## src/rtl/seq_pkg.sv

```systemverilog
// seq_pkg: shared types and constants for the instruction sequencer.
//   - seq_state_t    : sequencer state encoding
//   - OP_*           : opcode constants (opcode lives in IROut[15:12])
//   - alu_fun_for()  : opcode-to-ALU_FunSel table for ALU ops 0x0-0x7
//   - FUN_*          : RF/ARF function-select encodings
//   - ARF_*          : ARF register indices and one-hot write enables
//   - MUXA_* / MUXB_*: datapath mux select encodings
//   - ctrl_t         : the full control vector, CTRL_IDLE its idle value
// Optional feature macro: SEQ_STORE_EN (ST instruction and state EXEC2).
package seq_pkg;

    typedef enum logic [2:0] {
        FETCH_L = 3'd0,
        FETCH_H = 3'd1,
        DECODE  = 3'd2,
        EXEC    = 3'd3,
`ifdef SEQ_STORE_EN
        EXEC2   = 3'd4,
`endif
        HALT    = 3'd5
    } seq_state_t;

    localparam logic [3:0] OP_ADD  = 4'h0;
    localparam logic [3:0] OP_SUB  = 4'h1;
    localparam logic [3:0] OP_AND  = 4'h2;
    localparam logic [3:0] OP_ORR  = 4'h3;
    localparam logic [3:0] OP_XOR  = 4'h4;
    localparam logic [3:0] OP_LSL  = 4'h5;
    localparam logic [3:0] OP_LSR  = 4'h6;
    localparam logic [3:0] OP_NOT  = 4'h7;
    localparam logic [3:0] OP_MOVI = 4'h8;
    localparam logic [3:0] OP_LD   = 4'h9;
    localparam logic [3:0] OP_BRA  = 4'hA;
    localparam logic [3:0] OP_BEQ  = 4'hB;
    localparam logic [3:0] OP_BNE  = 4'hC;
    localparam logic [3:0] OP_ST   = 4'hD;
    localparam logic [3:0] OP_NOP  = 4'hE;
    localparam logic [3:0] OP_HLT  = 4'hF;

    // ALU function codes
    localparam logic [4:0] ALU_PASS_A = 5'h00;
    localparam logic [4:0] ALU_NOT    = 5'h02;
    localparam logic [4:0] ALU_ADD    = 5'h04;
    localparam logic [4:0] ALU_SUB    = 5'h06;
    localparam logic [4:0] ALU_AND    = 5'h07;
    localparam logic [4:0] ALU_ORR    = 5'h08;
    localparam logic [4:0] ALU_XOR    = 5'h09;
    localparam logic [4:0] ALU_LSL    = 5'h0B;
    localparam logic [4:0] ALU_LSR    = 5'h0C;

    // RF / ARF function selects
    localparam logic [2:0] FUN_DEC  = 3'd0;
    localparam logic [2:0] FUN_INC  = 3'd1;
    localparam logic [2:0] FUN_LOAD = 3'd2;
    localparam logic [2:0] FUN_CLR  = 3'd3;

    // ARF register indices (used for OutC/OutD selects)
    localparam logic [1:0] ARF_PC = 2'd0;
    localparam logic [1:0] ARF_AR = 2'd1;
    localparam logic [1:0] ARF_SP = 2'd2;

    // ARF write enables are one bit per register, bit position = index
    localparam logic [2:0] ARF_SEL_PC = 3'b001;
    localparam logic [2:0] ARF_SEL_AR = 3'b010;

    localparam logic [1:0] MUXA_ALUOUT = 2'd0;
    localparam logic [1:0] MUXA_MEM    = 2'd2;
    localparam logic [1:0] MUXA_IROUT  = 2'd3;
    localparam logic [1:0] MUXB_IROUT  = 2'd3;

    typedef struct packed {
        logic [2:0] rf_outa_sel;
        logic [2:0] rf_outb_sel;
        logic [2:0] rf_fun_sel;
        logic [3:0] rf_reg_sel;
        logic [3:0] rf_scr_sel;
        logic [4:0] alu_fun_sel;
        logic       alu_wf;
        logic [1:0] arf_outc_sel;
        logic [1:0] arf_outd_sel;
        logic [2:0] arf_fun_sel;
        logic [2:0] arf_reg_sel;
        logic       ir_lh;
        logic       ir_write;
        logic       mem_wr;
        logic       mem_cs;
        logic [1:0] mux_a_sel;
        logic [1:0] mux_b_sel;
        logic       mux_c_sel;
        logic       halted;
    } ctrl_t;

    // Nothing enabled, memory deselected (Mem_CS is active-low)
    localparam ctrl_t CTRL_IDLE = '{
        rf_outa_sel:  3'd0,
        rf_outb_sel:  3'd0,
        rf_fun_sel:   3'd0,
        rf_reg_sel:   4'd0,
        rf_scr_sel:   4'd0,
        alu_fun_sel:  5'd0,
        alu_wf:       1'b0,
        arf_outc_sel: 2'd0,
        arf_outd_sel: 2'd0,
        arf_fun_sel:  3'd0,
        arf_reg_sel:  3'd0,
        ir_lh:        1'b0,
        ir_write:     1'b0,
        mem_wr:       1'b0,
        mem_cs:       1'b1,
        mux_a_sel:    2'd0,
        mux_b_sel:    2'd0,
        mux_c_sel:    1'b0,
        halted:       1'b0
    };

    function automatic logic [4:0] alu_fun_for(input logic [2:0] op);
        logic [4:0] fun;
        case (op)
            3'd0:    fun = ALU_ADD;
            3'd1:    fun = ALU_SUB;
            3'd2:    fun = ALU_AND;
            3'd3:    fun = ALU_ORR;
            3'd4:    fun = ALU_XOR;
            3'd5:    fun = ALU_LSL;
            3'd6:    fun = ALU_LSR;
            default: fun = ALU_NOT;
        endcase
        return fun;
    endfunction

endpackage

```

## src/rtl/seq_decoder.sv

```systemverilog
// seq_decoder: purely combinational control decoder.
// Ports:
//   state  : current sequencer state
//   ir     : instruction register (opcode[15:12], Rd[11:10], Rs[9:8], S[7])
//   flags  : ALU flags {Z,C,N,O}; only Z (bit 3) is consulted
//   ctrl   : full control vector for the datapath
// Optional feature macro: SEQ_STORE_EN (ST decode and EXEC2 outputs).
module seq_decoder
    import seq_pkg::*;
(
    input  seq_state_t  state,
    input  logic [15:0] ir,
    input  logic [3:0]  flags,
    output ctrl_t       ctrl
);

    logic [3:0] opcode;
    logic [1:0] rd;
    logic [1:0] rs;
    logic       s_bit;
    logic       flag_z;
    logic       unused_bits;

    assign opcode = ir[15:12];
    assign rd     = ir[11:10];
    assign rs     = ir[9:8];
    assign s_bit  = ir[7];
    assign flag_z = flags[3];
    // imm8 travels through the datapath muxes, never through this decoder
    assign unused_bits = ^{ir[6:0], flags[2:0]};

    always_comb begin
        ctrl = CTRL_IDLE;
        case (state)
            FETCH_L, FETCH_H: begin
                ctrl.mem_cs       = 1'b0;
                ctrl.mem_wr       = 1'b0;
                ctrl.arf_outd_sel = ARF_PC;
                ctrl.ir_write     = 1'b1;
                ctrl.ir_lh        = (state == FETCH_H);
                ctrl.arf_reg_sel  = ARF_SEL_PC;
                ctrl.arf_fun_sel  = FUN_INC;
            end
            EXEC: begin
                if (!opcode[3]) begin
                    ctrl.rf_outa_sel = {1'b0, rd};
                    ctrl.rf_outb_sel = {1'b0, rs};
                    ctrl.alu_fun_sel = alu_fun_for(opcode[2:0]);
                    ctrl.alu_wf      = s_bit;
                    ctrl.mux_a_sel   = MUXA_ALUOUT;
                    ctrl.rf_reg_sel  = 4'b0001 << rd;
                    ctrl.rf_fun_sel  = FUN_LOAD;
                end else begin
                    case (opcode)
                        OP_MOVI: begin
                            ctrl.mux_a_sel  = MUXA_IROUT;
                            ctrl.rf_reg_sel = 4'b0001 << rd;
                            ctrl.rf_fun_sel = FUN_LOAD;
                        end
                        OP_LD: begin
                            ctrl.mem_cs       = 1'b0;
                            ctrl.mem_wr       = 1'b0;
                            ctrl.arf_outd_sel = ARF_AR;
                            ctrl.mux_a_sel    = MUXA_MEM;
                            ctrl.rf_reg_sel   = 4'b0001 << rd;
                            ctrl.rf_fun_sel   = FUN_LOAD;
                        end
                        OP_BRA, OP_BEQ, OP_BNE: begin
                            ctrl.mux_b_sel = MUXB_IROUT;
                            // PC is only written when the branch is taken
                            if ((opcode == OP_BRA) ||
                                (opcode == OP_BEQ && flag_z) ||
                                (opcode == OP_BNE && !flag_z)) begin
                                ctrl.arf_reg_sel = ARF_SEL_PC;
                                ctrl.arf_fun_sel = FUN_LOAD;
                            end
                        end
`ifdef SEQ_STORE_EN
                        OP_ST: begin
                            // low byte of Rd goes out first
                            ctrl.rf_outa_sel  = {1'b0, rd};
                            ctrl.alu_fun_sel  = ALU_PASS_A;
                            ctrl.mux_c_sel    = 1'b0;
                            ctrl.mem_wr       = 1'b1;
                            ctrl.mem_cs       = 1'b0;
                            ctrl.arf_outd_sel = ARF_AR;
                            ctrl.arf_reg_sel  = ARF_SEL_AR;
                            ctrl.arf_fun_sel  = FUN_INC;
                        end
`endif
                        default: ;
                    endcase
                end
            end
`ifdef SEQ_STORE_EN
            EXEC2: begin
                // high byte of Rd at the already-incremented AR
                ctrl.rf_outa_sel  = {1'b0, rd};
                ctrl.alu_fun_sel  = ALU_PASS_A;
                ctrl.mux_c_sel    = 1'b1;
                ctrl.mem_wr       = 1'b1;
                ctrl.mem_cs       = 1'b0;
                ctrl.arf_outd_sel = ARF_AR;
                ctrl.arf_reg_sel  = ARF_SEL_AR;
                ctrl.arf_fun_sel  = FUN_INC;
            end
`endif
            HALT: begin
                ctrl.halted = 1'b1;
            end
            default: ;
        endcase
    end

endmodule

```

## src/rtl/instruction_sequencer.sv

```systemverilog
// instruction_sequencer: fetch/decode/execute control sequencer.
// Ports:
//   Clock, Reset (synchronous, active-low)
//   IROut[15:0] instruction register, Flags[3:0] ALU flags {Z,C,N,O}
//   RF_*   register-file controls, ALU_* ALU controls,
//   ARF_*  address-register-file controls, IR_LH/IR_Write, Mem_WR/Mem_CS,
//   MuxASel/MuxBSel/MuxCSel datapath selects, Halted.
// Holds only the state register and next-state logic; all output decoding
// lives in seq_decoder.
// Optional feature macro: SEQ_STORE_EN (ST instruction with EXEC2 state).
module instruction_sequencer
    import seq_pkg::*;
(
    input  logic        Clock,
    input  logic        Reset,
    input  logic [15:0] IROut,
    input  logic [3:0]  Flags,
    output logic [2:0]  RF_OutASel,
    output logic [2:0]  RF_OutBSel,
    output logic [2:0]  RF_FunSel,
    output logic [3:0]  RF_RegSel,
    output logic [3:0]  RF_ScrSel,
    output logic [4:0]  ALU_FunSel,
    output logic        ALU_WF,
    output logic [1:0]  ARF_OutCSel,
    output logic [1:0]  ARF_OutDSel,
    output logic [2:0]  ARF_FunSel,
    output logic [2:0]  ARF_RegSel,
    output logic        IR_LH,
    output logic        IR_Write,
    output logic        Mem_WR,
    output logic        Mem_CS,
    output logic [1:0]  MuxASel,
    output logic [1:0]  MuxBSel,
    output logic        MuxCSel,
    output logic        Halted
);

    seq_state_t state_q;
    seq_state_t state_d;
    ctrl_t      dec_ctrl;
    ctrl_t      ctrl;

    always_ff @(posedge Clock) begin
        if (!Reset) begin
            state_q <= FETCH_L;
        end else begin
            state_q <= state_d;
        end
    end

    always_comb begin
        state_d = state_q;
        case (state_q)
            FETCH_L: state_d = FETCH_H;
            FETCH_H: state_d = DECODE;
            DECODE:  state_d = (IROut[15:12] == OP_HLT) ? HALT : EXEC;
`ifdef SEQ_STORE_EN
            EXEC:    state_d = (IROut[15:12] == OP_ST) ? EXEC2 : FETCH_L;
            EXEC2:   state_d = FETCH_L;
`else
            EXEC:    state_d = FETCH_L;
`endif
            HALT:    state_d = HALT;
            default: state_d = FETCH_L;
        endcase
    end

    seq_decoder u_decoder (
        .state (state_q),
        .ir    (IROut),
        .flags (Flags),
        .ctrl  (dec_ctrl)
    );

    // Reset gates the outputs combinationally so no write can escape in
    // the cycle that abandons an instruction.
    always_comb begin
        ctrl = dec_ctrl;
        if (!Reset) begin
            ctrl = CTRL_IDLE;
        end
    end

    assign RF_OutASel  = ctrl.rf_outa_sel;
    assign RF_OutBSel  = ctrl.rf_outb_sel;
    assign RF_FunSel   = ctrl.rf_fun_sel;
    assign RF_RegSel   = ctrl.rf_reg_sel;
    assign RF_ScrSel   = ctrl.rf_scr_sel;
    assign ALU_FunSel  = ctrl.alu_fun_sel;
    assign ALU_WF      = ctrl.alu_wf;
    assign ARF_OutCSel = ctrl.arf_outc_sel;
    assign ARF_OutDSel = ctrl.arf_outd_sel;
    assign ARF_FunSel  = ctrl.arf_fun_sel;
    assign ARF_RegSel  = ctrl.arf_reg_sel;
    assign IR_LH       = ctrl.ir_lh;
    assign IR_Write    = ctrl.ir_write;
    assign Mem_WR      = ctrl.mem_wr;
    assign Mem_CS      = ctrl.mem_cs;
    assign MuxASel     = ctrl.mux_a_sel;
    assign MuxBSel     = ctrl.mux_b_sel;
    assign MuxCSel     = ctrl.mux_c_sel;
    assign Halted      = ctrl.halted;

endmodule
```

## config.mk

```make
export PLATFORM = sky130hd
export DESIGN_NAME = instruction_sequencer
export DESIGN_NICKNAME = d
export VERILOG_FILES = /design/src/rtl/seq_pkg.sv /design/src/rtl/seq_decoder.sv /design/src/rtl/instruction_sequencer.sv
export SDC_FILE = /design/constraint.sdc
export NUM_CORES = 1
export LEC_CHECK = 0
export BUFFER_PORTS_ARGS = -buffer_cell sky130_fd_sc_hd__buf_2
export CAP_MARGIN = 20
export CORE_MARGIN = 1
export CORE_UTILIZATION = 36
export DETAILED_ROUTE_END_ITERATION = 8
export GPL_TIMING_DRIVEN = 0
export PLACE_DENSITY = 0.76
export SYNTH_ARGS = -nofsm -noshare
export SYNTH_HDL_FRONTEND = slang
export SYNTH_HIERARCHICAL = 1
export SYNTH_SLANG_ARGS = --single-unit
```

## constraint.sdc

```tcl
create_clock -name Clock -period 1.2 [get_ports Clock]
set_clock_uncertainty 0.05 [all_clocks]
set_input_delay 0.18 -clock Clock [delete_from_list [all_inputs] [get_ports Clock]]
set_output_delay 0.18 -clock Clock [all_outputs]
set_load 0.1 [all_outputs]
```

Word level (Yosys, flattened, before mapping)
Index checks and enable logic that the tools add are counted.
Widths: inputs -> output; s select.
- mux-type cells: 25
- reduce and logical (&&, ||, !) cells: 10
- equal/unequal tests: 16
- shifts and indexed selects: 1
- operators with widths (kind ; number):
    $mux 43 ; 1
    $pmux 4 s7 ; 1
    $eq 4x4->1 const B ; 6
    $mux 6 ; 3
    $pmux 8 s2 ; 1
    $mux 5 ; 3
    $mux 13 ; 1
    $eq 3x2->1 const B ; 4
    $eq 3x3->1 const B ; 4
    $pmux 3 s4 ; 1
    $mux 2 ; 5
    $mux 8 ; 1
    $pmux 2 s2 ; 2
    $mux 7 ; 1
    $eq 3x1->1 const B ; 2
    $logic_not 3->1 ; 2
    $mux 4 ; 1
    $reduce_or 2->1 ; 2
    $shl 1x2->4 const A ; 1
    $mux 1 ; 3
    $mux 3 ; 1
    $reduce_or 3->1 ; 1
    $logic_and 1x1->1 ; 2
    $logic_or 1x1->1 ; 2
    $logic_not 1->1 ; 1
- register bits after elaboration: 3
- output and inout bits: 43
- logic and storage cells: 53

Logic depth before layout (Yosys ltp)
Gate-level depths: netlist of the first run.
- word-level depth: 9
- gate-level depth with buffers: 6
- mapped depth without buffers: 5

Modules after synthesis
The synthesis of the first run kept the hierarchy.
- modules (own cells, without submodules) (module ; cells each ; area each (um2) ; instances ; seq. area each (um2)):
    instruction_sequencer ; 59 ; 431.7 ; 1 ; 60.1
    seq_decoder ; 64 ; 422.9 ; 1 ; 0.0

Worst setup path before layout of the first run
No wires, ideal clock.
- path kind: reg2out
- from: register state_q[1]
- to: output ALU_FunSel[2]
- stages on the path, launching flop included: 5
- path buffers: 0
- arrival time: 1.748 ns
- slack: -0.778 ns
- cell sequence: dfxtp_1 > nand3b_2 > or2_4 > nor3b_2 > and2_1
- RTL lines (what ; RTL line ; text):
    from (decl) ; instruction_sequencer.sv:39 ; seq_state_t state_q;
    from (signal assigned) ; instruction_sequencer.sv:48 ; state_q <= state_d;
    to (decl) ; instruction_sequencer.sv:23 ; output logic [4:0] ALU_FunSel,

==> results of run 1 <==
-- tightest hold or removal path: cells and delay by family --
kind / cells / cell delay [ns]
AOI/OAI and AO/OA: 1 / 0.12
buffers and inverters: 2 / 0.25
-- stage by stage --
step | worst slack [ns] | setup TNS, ns | total power [mW] | hold WS (ns) | cell area [um2]
floorplan | -0.250 | -3.72 | 0.660 | 0.370 | 1010
global placement | -0.605 | -11.64 | 0.720 | 0.532 | 1230
detailed placement | -0.644 | -12.18 | 0.726 | 0.531 | 1230
CTS | -0.512 | -10.38 | 1.02 | 0.281 | 1700
global route | -0.626 | -13.15 | 1.11 | 0.293 | 1800
finish | -0.562 | -11.59 | 1.07 | 0.287 | 1800
-- per-layer routing --
layer	global-route usage, %	up-vias	share of wire (%)
li1	-	495	-
met1	24.7	474	39
met2	40.7	44	53
met3	5.15	8	5.5
met4	14.8	0	3.0
met5	0	-	0
-- final timing paths --
| path | to | slack (ns) | depth (start not counted) |
|---|---|---|---|
| max | Mem_CS | -0.56 | 5 |
| min | state_q[2] | 0.29 | 3 |
| max reg2reg | state_q[2] | 0.03 | 4 |
| min reg2reg | state_q[1] | 0.68 | 2 |
-- final cells by class --
| class | instances | area (um2) | share of cell area, % |
|---|---|---|---|
| inverters | 2 | 7.51 | 0.417 |
| multi-input cells | 110 | 881 | 48.9 |
| flip-flops and latches | 3 | 71.3 | 3.96 |
| clock buffers | 4 | 26.3 | 1.46 |
| well taps | 28 | 35.0 | 1.95 |
| repair buffers | 47 | 613 | 34.1 |
| plain buffers | 23 | 166 | 9.24 |
-- layout by cell type (no fill, tap or decap), drive strengths merged, types with 2 or more instances in the layout --
master / synthesis / routed
and2: 47 / 47
buf: 22 / 68
clkbuf: 2 / 6
conb: 1 / 17
dfxtp: 3 / 3
inv: 2 / 2
nand2: 2 / 2
nand2b: 3 / 3
nor2: 13 / 13
nor2b: 2 / 2
nor3: 2 / 2
nor3b: 5 / 5
nor4: 2 / 2
o21a: 2 / 2
-- logic make-up (layout without fill, tap and decap cells) --
kind of cell	count (synthesis)	after routing	share of synthesized area (%)
and+or+nand+nor	84	84	63.5
buffers and inverters	26	76	20.9
AOI/OAI and AO/OA	8	8	7.03
DFF	3	3	7.03
other	1	17	0.439
xor gates and xnor gates	1	1	1.03
-- power breakdown --
part	switching, mW	internal (mW)	leakage [nW]	total, mW
clock	0.0678	0.126	0.0150	0.193
sequential	0.0164	0.104	0.0267	0.121
combinational	0.525	0.229	0.846	0.754
total	0.610	0.458	0.888	1.07
-- what timing repair did --
| item | in CTS | in global routing |
|---|---|---|
| setup buffers | 4 | 8 |
| gates resized for setup | 110 | 14 |
| setup endpoints to repair | 26 | 26 |
| hold buffers | 0 | 0 |
| pin swaps | 4 | 6 |
==> impl_metrics.py, run 1 <==
metrics = {
    "floorplan": {
        "num_rows": 17,
        "dieArea_um2": 2570,
        "io_pins": 65,
        "core_um2": 2230,
        "die_h_um": 50.7,
        "die_x_um": 50.7,
        "initial_core_util_pct": 38.3,
    },
    "timing": {
        "worst_slew_pin_slew_ns": 0.969,
        "max-slew-margin-rel_pct": 35.9,
        "slew_violations": 0,
        "finalCriticalPeriod_ns": 1.76,
        "max_freq_ghz": 0.567,
        "hold_viol": 0,
        "period_share_pct": 147,
        "finalSetupViolations": 26,
        "rsz0062_at_grt": "yes",
        "setup_slack_ns": -0.562,
    },
    "clocking": {
        "clock_sinks": 3,
        "cts_root_buf": "clkbuf_4",
        "clock_latency_ns": 0.24,
        "cts_tree": "done",
        "htreeDepth": 1,
        "clkTransAtPathRegs_ns": 0.04,
        "clockBufferDepth": 2,
        "numCtsBuffers": 3,
    },
    "detailed_routing": {
        "drtPass1Iterations": 4,
        "drt_iter0_drc": 12,
        "avgViaCountPerCell": 4.71,
        "dr_total_vias": 1021,
        "route.detailed.drc": 0,
        "ant_nets": 0,
        "wirelength_um": 3010,
        "wire_per_inst_um": 13.9,
    },
    "power": {
        "peakVddDrop_uv": 596,
        "p_per_area_nw_per_um2": 593,
        "p_leak_nw": 0.888,
    },
    "layout": {
        "diodes": 0,
        "largest_reg_flops": 3,
        "fillers": 152,
        "syn_to_final_growth_pct": 111,
        "utilization_pct": 80.6,
        "final_nets": 212,
        "drive_above_1_share_pct": 67.2,
        "fin_cells": 217,
        "top_register": "state_q",
        "reg.largest.list": "state_q x3",
    },
    "synth": {
        "ys.flop_type": "dfxtp_1",
        "synth_warnings": 6,
        "avgSynthCellArea_um2": 6.95,
        "synth-edff-count": 0,
        "synthTopCellsByCount": "and2_1, buf_4, nor2_1",
        "ys_seq_area_share_pct": 7.03,
        "post-synth-top-count-cell": "and2_1",
        "ys_ff_latch": 3,
        "ys_types": 36,
        "netlist.area_leader.share_pct": 34.4,
        "synthCells": 123,
        "ys_top_cells_by_area": "and2_1, buf_4, dfxtp_1",
        "syn-cell-area_um2": 855,
        "async_flop_share_pct": 0,
        "synth_top_area_cell": "and2_1",
    },
    "flow_run": {
        "drv_cap": 0,
    },
    "critical_path": {
        "slowest_stage": "dfxtp_4",
        "arrival_ns": 1.53,
        "crit_chain": "nand4b_4 > nor4_4 > nor2_1 > nand2b_4 > buf_12",
        "path_buf_inv": 1,
        "critPathTopFamily": "simple AND/OR/NAND/NOR gates",
        "required_ns": 0.97,
        "crit_start": "state_q[2]",
        "worstSetupPathType": "register to primary output",
        "critPathLaunchType": "register",
        "slowest_delay_ns": 0.35,
        "critPathMaxFanout": 5,
        "r2r-start": "state_q[2]",
        "endpoint_kind": "primary output",
    },
    "global_routing": {
        "grt_pass1_vias": 979,
        "antenna_found_initial": 0,
        "grt_pass1_wl_um": 4490,
        "overflow": 0,
        "grt_start_max_net_pins": 11,
        "grt_util_all_layers_pct": 23.2,
    },
    "placed_design": {
        "hpwl_um": 1640,
        "dp_cells": 204,
        "globalplace.congestion": 0.792,
        "placement.io_buffers": 37,
    },
    "run_status": {
        "violations": "setup timing",
        "status": "finished, violations left",
    },
    "hold_path": {
        "min_path_type": "input port to register",
        "min_from": "Reset",
    },
}
Power figures use the tool's default switching activity.
==> run 2: changes to the inputs <==
--- a/config.mk
+++ b/config.mk
@@ -12,6 +12,7 @@
 export DETAILED_ROUTE_END_ITERATION = 8
 export GPL_TIMING_DRIVEN = 0
 export PLACE_DENSITY = 0.76
+export REMOVE_ABC_BUFFERS = 1
 export SYNTH_ARGS = -nofsm -noshare
 export SYNTH_HDL_FRONTEND = slang
 export SYNTH_HIERARCHICAL = 1
==> impl_metrics.py, run 2 (synthesis results as in run 1) <==
metrics = {
    "critical_path": {
        "crit_chain": "nand3b_4 > or2_4 > nor2_1 > and2_1 > buf_12",
        "critPathLaunchType": "register",
        "path_buf_inv": 1,
        "arrival_ns": 1.51,
        "slowest_delay_ns": 0.34,
        "required_ns": 0.97,
        "critPathTopFamily": "simple AND/OR/NAND/NOR gates",
        "endpoint_kind": "primary output",
        "critPathMaxFanout": 4,
        "worstSetupPathType": "register to primary output",
        "slowest_stage": "dfxtp_4",
    },
    "placed_design": {
        "hpwl_um": 1230,
        "globalplace.congestion": 0.667,
        "place_area_um2": 963,
        "placement.io_buffers": 37,
    },
    "layout": {
        "reg.largest.list": "state_q x3",
        "top_register": "state_q",
        "syn_to_final_growth_pct": 82.0,
        "drive_above_1_share_pct": 45.7,
        "layout_common_cells": "and2_1, buf_12, conb_1",
        "utilization_pct": 69.6,
        "mostFrequentLayoutCell": "and2_1",
        "final_nets": 185,
        "diodes": 0,
        "largest_reg_flops": 3,
        "final_cell_area_um2": 1560,
    },
    "timing": {
        "finalSetupViolations": 27,
        "finalCriticalPeriod_ns": 1.74,
        "period_share_pct": 145,
        "max_freq_ghz": 0.575,
        "setup_slack_ns": -0.540,
        "max-slew-margin-rel_pct": 35.8,
        "slew_violations": 0,
        "hold_viol": 0,
        "timing.hold.ws_ns": 0.375,
        "worst_slew_pin_slew_ns": 0.969,
        "rsz0062_at_grt": "yes",
    },
    "global_routing": {
        "grt_util_all_layers_pct": 19.8,
        "overflow": 0,
        "grt_start_max_net_pins": 49,
        "grt_pass1_vias": 889,
        "antenna_found_initial": 0,
        "grt_pass1_wl_um": 3930,
    },
    "clocking": {
        "cts_root_buf": "clkbuf_4",
        "clockBufferDepth": 2,
        "numCtsBuffers": 3,
        "clock_sinks": 3,
        "clkTransAtPathRegs_ns": 0.04,
        "htreeDepth": 1,
        "clock_latency_ns": 0.24,
        "cts_tree": "done",
    },
    "run_status": {
        "violations": "setup timing",
        "status": "finished, violations left",
    },
    "flow_run": {
        "drv_cap": 0,
    },
    "power": {
        "p_total_mw": 0.964,
        "peakVddDrop_uv": 714,
        "p_leak_nw": 0.716,
        "p_per_area_nw_per_um2": 620,
    },
    "detailed_routing": {
        "drt_iter0_drc": 23,
        "avgViaCountPerCell": 4.58,
        "wirelength_um": 2480,
        "route.detailed.drc": 0,
        "drtPass1Iterations": 4,
        "ant_nets": 0,
        "wire_per_inst_um": 13.1,
        "dr_total_vias": 871,
    },
    "floorplan": {
        "io_pins": 65,
        "die_h_um": 50.7,
        "dieArea_um2": 2570,
        "die_x_um": 50.7,
        "initial_core_util_pct": 38.3,
        "num_rows": 17,
        "core_um2": 2230,
    },
    "hold_path": {
        "min_path_type": "input port to register",
    },
}
[run 2: cell types whose count changed in the layout (fill, tap and decap cells not counted), sizes merged]
cell | before | now
clkbuf | 6 | 5
buf | 68 | 42
[run 2: per-stage QoR]
step | TNS [ns] | cells | worst slack (ns)
floorplan | -15.81 | 115 | -0.778
global placement | -13.56 | 180 | -0.646
detailed placement | -13.35 | 180 | -0.648
CTS | -10.56 | 190 | -0.516
global route | -13.29 | 190 | -0.615
finish | -11.37 | 190 | -0.540
[run 2: timing repair]
action	in CTS	in global routing
hold endpoints to repair	0	0
hold buffers	0	0
pin swaps	3	6
buffers inserted	6	0
gates resized for setup	125	11
setup endpoints to repair	26	27
[run 2: layer usage]
layer	global-route usage [%]	up-vias	share of wire (%)
met2	37.3	27	56
li1	-	443	-
met3	5.76	6	3.9
met5	0	-	0
met4	6.48	0	2.1
met1	20.6	395	38
[run 2: final cells by class]
type,instances,area [um2]
clock buffer,4,26.3
multi-input combinational,110,777
tap,28,35.0
sequential,3,71.3
inverter,2,7.51
fill,160,678
timing repair buffer,43,638
[run 2: path summary, 6_finish.rpt]
kind	depth (start not counted)	slack, ns	from	endpoint
worst max register to register	4	0	state_q[1]	state_q[2]
worst min register to register	2	0.63	state_q[0]	state_q[0]
worst min-delay path	3	0.37	IROut[12]	state_q[1]
worst max-delay path	5	-0.54	state_q[2]	ALU_FunSel[3]
[run 2: tightest hold or removal path, stage by stage]
cell and delay, ns:
buf_2 0.15, nand4_1 0.12, a41o_1 0.17
[run 2: power breakdown]
part | internal [mW] | switching (mW) | leakage, nW
Sequential | 0.104 | 0.0152 | 0.0267
Combinational | 0.171 | 0.490 | 0.674
Clock | 0.125 | 0.0591 | 0.0150
